[src/rtl/bcd2bin.sv]
// bcd2bin: sequential 4-digit BCD to 14-bit binary converter using reverse double-dabble
module bcd2bin (
    input  logic        clk,
    input  logic        reset,
    input  logic        start,
    input  logic [3:0]  bcd3,
    input  logic [3:0]  bcd2,
    input  logic [3:0]  bcd1,
    input  logic [3:0]  bcd0,
    output logic        ready,
    output logic        done_tick,
    output logic        err,
    output logic [13:0] bin
);
    typedef enum logic [1:0] {IDLE, OP, DONE} state_t;
    state_t state, state_next;
    logic [3:0] d3, d2, d1, d0, n;
    logic [13:0] bin_reg;
    logic [29:0] sh;
    logic bad;

    function automatic logic [3:0] fix(input logic [3:0] v);
        return (v > 4'd7) ? v - 4'd3 : v;
    endfunction

    // whole digit/result vector moved one place right, zero into the top
    assign sh  = {1'b0, d3, d2, d1, d0, bin_reg[13:1]};
    assign bad = (bcd3 > 4'd9) | (bcd2 > 4'd9) | (bcd1 > 4'd9) | (bcd0 > 4'd9);

    always_comb begin
        state_next = state;
        case (state)
            IDLE:    state_next = start ? (bad ? DONE : OP) : IDLE;
            OP:      state_next = (n == 4'd1) ? DONE : OP;
            default: state_next = IDLE;
        endcase
    end

    always_ff @(posedge clk) begin
        if (reset) begin
            state   <= IDLE;
            d3      <= '0;
            d2      <= '0;
            d1      <= '0;
            d0      <= '0;
            n       <= '0;
            bin_reg <= '0;
            err     <= 1'b0;
        end else begin
            state <= state_next;
            if (state == IDLE && start) begin
                d3      <= bcd3;
                d2      <= bcd2;
                d1      <= bcd1;
                d0      <= bcd0;
                bin_reg <= '0;
                err     <= bad;
                if (!bad) n <= 4'd14;
            end else if (state == OP) begin
                d3      <= fix(sh[29:26]);
                d2      <= fix(sh[25:22]);
                d1      <= fix(sh[21:18]);
                d0      <= fix(sh[17:14]);
                bin_reg <= sh[13:0];
                n       <= n - 4'd1;
            end
        end
    end

    assign ready     = (state == IDLE);
    assign done_tick = (state == DONE);
    assign bin       = bin_reg;
endmodule

[config.mk]
export PLATFORM = sky130hd
export DESIGN_NAME = bcd2bin
export DESIGN_NICKNAME = d
export VERILOG_FILES = /design/src/rtl/bcd2bin.sv
export SDC_FILE = /design/constraint.sdc
export NUM_CORES = 1
export LEC_CHECK = 0
export CORE_MARGIN = 5
export CORE_UTILIZATION = 30
export DETAILED_ROUTE_END_ITERATION = 16
export PLACE_DENSITY = 0.5
export RECOVER_POWER = 100
export SYNTH_ARGS = -nofsm -noshare
export SYNTH_HDL_FRONTEND = slang
export SYNTH_SLANG_ARGS = --single-unit
[constraint.sdc]
create_clock -name clk -period 1.3 [get_ports clk]
set_input_delay 0.39 -clock clk [delete_from_list [all_inputs] [get_ports clk]]
set_output_delay 0.39 -clock clk [all_outputs]
set_load 0.1 [all_outputs]
==> impl_metrics.json, run 1 <==
{
  "grt_pass1_wl_um": 7650,
  "clk_pin_slew_worst_paths_ns": 0.07,
  "largest_reg_flops": 14,
  "synth_nets": 236,
  "n_fill_cell": 537,
  "synth_top_family_by_area": "simple AND/OR/NAND/NOR gates",
  "critical_path.cell_chain": "buf_6, nor2b_4, buf_12",
  "holdPathEnd": "d3[1]",
  "grt_use_total": 0.127,
  "drt_pre_antenna_iters": 4,
  "hpwl_um": 3380,
  "synth_cell_types": 36,
  "r2r_cells": 6,
  "grt-ovfl-total": 0,
  "fmax_ghz": 0.682,
  "period_needed_ns": 1.47,
  "syn_to_final_growth_pct": 64.0,
  "cp.arrival_ns": 1.08,
  "layout-drive-gt1-share": 0.407,
  "place_inst": 336,
  "required_ns": 0.91,
  "worstHoldPathCells": 3,
  "max_cap_viol_count": 0,
  "cts_root_buffer": "clkbuf_8",
  "busiest_layer": "met2",
  "grt_pass1_vias": 1645,
  "outcome": "complete, but fails checks",
  "initial_utilization": 0.313,
  "yosysSeqAreaShare": 0.424,
  "setup_viol": 14,
  "rsz0062_at_grt": "yes",
  "die_area_um2": 7450,
  "clock_latency_ns": 0.29,
  "synthMuxAreaShare": 0.0172,
  "coreArea_um2": 5570,
  "synthAdderAreaFrac": 0.0501,
  "cp_max_fo": 2,
  "yosysMostFrequentCell": "nand2_1",
  "drt-vias-per-instance": 4.92,
  "maxSlewViolCount": 0,
  "cp_top_family": "flip-flops",
  "row_count": 27,
  "start_kind": "register",
  "synth_edf_count": 0,
  "ff2ff_setup_slack_ns": -0.10,
  "io_buffers": 35,
  "die-width_um": 86.3,
  "synthXorXnorAreaFrac": 0.0351,
  "numCtsBuffers": 5,
  "reg2reg_to": "d1[2]",
  "violations": "setup timing",
  "synth_simple_gate_area_frac": 0.219,
  "ir_drop_uv": 704,
  "worst_pin_slew_ns": 0.336,
  "synth.top_cells.by_count": "48 x nand2_1, 37 x dfxtp_1, 19 x a21oi_1",
  "antenna_cells": 0,
  "static-leakage-power_uw": 0.00116,
  "end_kind": "output port",
  "ys_top_cells_by_area": "dfxtp_1 42%, nand2_1 10%, a21oi_1 5.4%",
  "finClkSkew_ns": 0.00838,
  "finalPower_uw": 2940,
  "syn_area_per_cell_um2": 8.32,
  "synth_top_area_share": 0.424,
  "slowest_stage": "dfxtp_2",
  "first_iter_violations": 36,
  "globalplace.congestion": 0.741,
  "final_hold_viol_count": 0,
  "nets": 305,
  "grt.met3_usage": 0.0323,
  "synth-main-ff-cell": "dfxtp_1",
  "drc_errors": 0,
  "antenna_found_initial": 0,
  "wl_per_cell_um": 14.0,
  "p_per_area_nw_per_um2": 1030,
  "fin_ws_ns": -0.166,
  "finalWirelength_um": 4940,
  "synth_compound_area_frac": 0.206,
  "grt_max_degree": 19,
  "r2r-start": "state[1]",
  "final_cells": 352,
  "hold_start": "bcd3[1]",
  "die_h_um": 86.3,
  "cts_max_level": 2,
  "slowest_delay_ns": 0.36,
  "path_class": "register to output port",
  "ys_ff_latch": 37,
  "ant_nets": 0,
  "period_share": 1.13,
  "yosys_warnings": 0,
  "slew_headroom": 0.774,
  "ys_async_sr_fraction": 0,
  "use_met1": 0.154,
  "syn_area_um2": 1750,
  "cts_sinks": 37,
  "cts_tree": "built",
  "met2_usage": 0.224,
  "hp-class": "input port to register",
  "ctsHoldBuffers": 0,
  "cts.path.max_buffers": 2,
  "ios": 36,
  "yosys.area.top_type": "dfxtp_1",
  "vias": 1732,
  "fin_setup_tns_ns": -0.714,
  "syn_inst": 210,
  "worst-path-buf-inv": 2
}
-- worst max path at each step --
| stage | from | endpoint | slack [ns] | depth (start not counted) |
|---|---|---|---|---|
| after floorplan | state[1] | d0[3] | -0.28 | 6 |
| after global placement | bcd2[2] | n[2] | -0.51 | 5 |
| after detailed placement | bcd2[2] | n[2] | -0.53 | 5 |
| after CTS | state[1] | done_tick | -0.18 | 3 |
| after global routing | state[1] | done_tick | -0.21 | 3 |
| final | state[1] | done_tick | -0.17 | 3 |
-- worst reg2reg max path: stages (launching register included) --
cell,delay (ns)
dfxtp_2,0.34
buf_6,0.11
buf_4,0.14
o21bai_2,0.22
buf_6,0.16
a222oi_1,0.24
nor2_1,0.07
-- power breakdown --
part	total (µW)	switching, µW	internal, µW
registers	1240	49.2	1190
logic	664	330	334
clock network	1040	419	624
-- layout by cell type, fill, tap and decap left out, types with 4 or more instances in the layout --
cell type | synthesis | routed
nand2_2 | 0 | 7
buf_12 | 0 | 7
buf_6 | 2 | 10
a21oi_2 | 0 | 5
clkdlybuf4s50_1 | 0 | 10
ha_1 | 7 | 6
dlygate4sd2_1 | 0 | 7
nor2_1 | 15 | 14
xor2_1 | 4 | 4
buf_8 | 0 | 11
dfxtp_1 | 37 | 20
a221oi_2 | 2 | 4
buf_4 | 1 | 27
clkbuf_8 | 0 | 6
dfxtp_2 | 0 | 16
nand2_1 | 48 | 40
a21oi_1 | 19 | 14
a31oi_1 | 5 | 5
nand3_1 | 9 | 9
-- logic make-up (layout without fill, tap and decap cells) --
| family | after synthesis | in the layout |
|---|---|---|
| AO/OA/AOI/OAI | 53 | 53 |
| XOR/XNOR | 7 | 7 |
| adder cells (fa/ha/maj) | 7 | 7 |
| buffers and inverters | 15 | 85 |
| flip-flops | 37 | 37 |
| multiplexers | 3 | 3 |
| AND/OR/NAND/NOR | 88 | 88 |
-- repair_timing --
action                     CTS  global route
setup endpoints to repair   22            38
gates cloned                 1             3
setup buffers                3             1
gates resized for setup     29            28
pin swaps                    5            10
-- per-stage QoR --
step                 util  cell area [µm²]  setup slack [ns]  hold slack (ns)
finish              0.514             2870            -0.166            0.386
global route        0.514             2870            -0.210            0.390
CTS                 0.506             2820            -0.175            0.460
detailed placement  0.470             2620            -0.531            0.448
global placement    0.470             2620            -0.507            0.445
floorplan               -             1800            -0.283            0.422
-- layer usage --
layer  vias to the layer above  wire length [µm]
met1                       820              2190
met3                         5               241
li1                        872                 -
met5                         -                 0
met2                        35              2480
met4                         0                34
-- cell type report --
cell class / instances / area, µm² / share of cell area
tap: 72 / 90.1 / 0.0314
multi-input combinational: 158 / 1060 / 0.369
timing repair buffer: 75 / 827 / 0.289
sequential: 37 / 764 / 0.267
clock buffer: 6 / 82.6 / 0.0288
clock inverter: 2 / 37.5 / 0.0131
inverter: 2 / 7.51 / 0.00262
(Power assumes the default switching activity.)
==> run 2, diff against run 1 <==
ABC_AREA = 1   (was default)
SLEW_MARGIN = 10   (was default)
==> run 2 against run 1 <==
Compared with the run above:
- sequential cell count did not move
- clock skew rose by 0.0036 ns
- routed wire length fell by 5.1%
- the run still ends with setup timing left
- maximum frequency rose by 7.1%
- hold slack improved by 0.047 ns
- die area rose by 4.7%
- setup slack improved by 0.097 ns
==> impl_metrics.json, run 2 <==
{
  "outcome": "complete, but fails checks",
  "violations": "setup timing",
  "io_buffers": 35,
  "grt_max_degree": 31,
  "hpwl_um": 3220,
  "cts_tree": "built",
  "antenna_cells": 0,
  "die_h_um": 88.3,
  "intPower_uw": 2020,
  "combPwrFrac": 0.202,
  "n_fill_cell": 603,
  "synth-main-ff-cell": "dfxtp_1",
  "maxSlewViolCount": 0,
  "p_per_area_nw_per_um2": 1030,
  "seqPwrFrac": 0.440,
  "layout-drive-gt1-share": 0.238,
  "ctsHoldBuffers": 0,
  "die-width_um": 88.3,
  "clk_pin_slew_worst_paths_ns": 0.08,
  "ios": 36,
  "critical_path.cell_chain": "nor2_4, buf_12",
  "worst-path-buf-inv": 1,
  "drc_errors": 0,
  "row_count": 28,
  "fin_ws_ns": -0.0690,
  "yosysMostFrequentCell": "nand2_1",
  "holdWs_ns": 0.432,
  "syn_to_final_growth_pct": 48.5,
  "grt_use_total": 0.125,
  "required_ns": 0.91,
  "ys_top_cells_by_area": "dfxtp_1 40%, nand2_1 19%, inv_1 7.3%",
  "cts_root_buffer": "clkbuf_8",
  "final_cells": 395,
  "cts.path.max_buffers": 2,
  "final_hold_viol_count": 0,
  "numCtsBuffers": 5,
  "antenna_found_initial": 0,
  "ir_drop_uv": 502,
  "slowest_delay_ns": 0.36,
  "finalWirelength_um": 4690,
  "syn_inst": 268,
  "synth_cell_types": 22,
  "die_area_um2": 7800,
  "final_cell_mix": "93 x nand2_1, 35 x inv_1, 20 x a21oi_1, 20 x dfxtp_1",
  "grt_pass1_wl_um": 7630,
  "first_iter_violations": 59,
  "hold_start": "bcd2[2]",
  "static-leakage-power_uw": 0.00123,
  "grt_pass1_vias": 1701,
  "hp-class": "input port to register",
  "drt-vias-per-instance": 4.48,
  "yosysSeqAreaShare": 0.402,
  "fmax_ghz": 0.730,
  "place_inst": 384,
  "period_share": 1.05,
  "setup_viol": 4,
  "cp_max_fo": 3,
  "largest_reg_flops": 14,
  "routed-wl-met2_um": 2210,
  "power.share.switching": 0.281,
  "slowest_stage": "dfxtp_2",
  "cts_max_level": 2,
  "coreArea_um2": 5960,
  "top_layer": "met4",
  "dr_wl_met3_um": 198,
  "syn_area_um2": 1840,
  "yosys.area.top_type": "dfxtp_1",
  "ys_async_sr_fraction": 0,
  "synth_nets": 294,
  "start_kind": "register",
  "clkPwrFrac": 0.359,
  "globalplace.congestion": 0.765,
  "max_cap_viol_count": 0,
  "dp_slack_ns": -0.329,
  "nets": 345,
  "synth_top_area_share": 0.402,
  "syn_area_per_cell_um2": 6.87,
  "period_needed_ns": 1.37,
  "ff2ff_setup_slack_ns": 0,
  "finalPower_uw": 2800,
  "ant_nets": 0,
  "fin_setup_tns_ns": -0.126,
  "drt-met1-wl_um": 2220,
  "worst_pin_slew_ns": 0.250,
  "vias": 1771,
  "r2r-start": "state[1]",
  "yosys_warnings": 0,
  "clock_latency_ns": 0.29,
  "end_kind": "output port",
  "path_class": "register to output port",
  "cp_top_family": "flip-flops",
  "ys_ff_latch": 37,
  "layout_commonest_cell": "nand2_1",
  "power.switching_uw": 788,
  "finClkSkew_ns": 0.0120,
  "initial_utilization": 0.309,
  "rsz0062_at_grt": "yes",
  "slew_headroom": 0.833,
  "drt_pre_antenna_iters": 4,
  "cts_sinks": 37,
  "wl_per_cell_um": 11.9,
  "critPathLaunch": "state[0]",
  "grt-ovfl-total": 0,
  "cp.arrival_ns": 0.98,
  "synth_edf_count": 0,
  "synth.top_cells.by_count": "95 x nand2_1, 37 x dfxtp_1, 36 x inv_1"
}
## run 2: cell types whose count changed after synthesis, sizes merged, moves of 4 or more
cell    delta
nand2b     -5
nand2     +50
o211ai     +9
inv       +37
a221oi     -4
nand3      +8
o21ai      -5
## run 2: repair_timing
| action | in CTS | in global routing |
|---|---|---|
| cloned | 0 | 2 |
| buffers inserted | 1 | 0 |
| pin swaps | 1 | 10 |
| gates resized for setup | 3 | 19 |
| endpoints found under the setup margin | 5 | 25 |
## run 2: stage by stage
step,utilization,cell area [µm²]
floorplan,-,1870
global placement,0.435,2590
detailed placement,0.435,2590
CTS,0.457,2720
global route,0.459,2730
finish,0.459,2730
## run 2: tightest hold or removal path, cell delays in order
cell and delay, ns:
dlymetal6s2s_1 0.14, nand2_1 0.07, a31oi_1 0.07
## run 2: cell families after synthesis
group | count (synthesis) | synth area share
and+or+nand+nor | 130 | 0.285
adders and majority gates | 7 | 0.0476
DFF | 37 | 0.402
xor gates and xnor gates | 7 | 0.0333
AOI/OAI and AO/OA | 38 | 0.119
buffers and inverters | 49 | 0.113
## run 2: path summary, 6_finish.rpt
path | depth (start not counted) | to
min reg2reg | 2 | bin[13]
max reg2reg | 8 | n[2]
min | 3 | d2[2]
max | 2 | ready
## run 2: metal layers
metal,vias to the layer above,GRT usage
li1,945,-
met1,788,0.158
met2,31,0.207
met3,7,0.0326
met4,0,0.0412
met5,-,0
## run 2: area by class of cell
class | count | area [µm²] | share of cell area
clock buffers | 6 | 72.6 | 0.0265
clock inverters | 2 | 38.8 | 0.0142
inverters | 39 | 156 | 0.0572
multi-input cells | 182 | 935 | 0.342
flip-flops and latches | 37 | 764 | 0.280
well taps | 75 | 93.8 | 0.0343
repair buffers | 54 | 673 | 0.246
## run 2: power groups by stage
stage	Clock (µW)	Sequential, µW	Combinational, µW
finish	1010	1230	565
detailed placement	0	1260	539
global route	1090	1240	626
floorplan	0	1270	302
global placement	0	1260	535
CTS	1040	1230	549
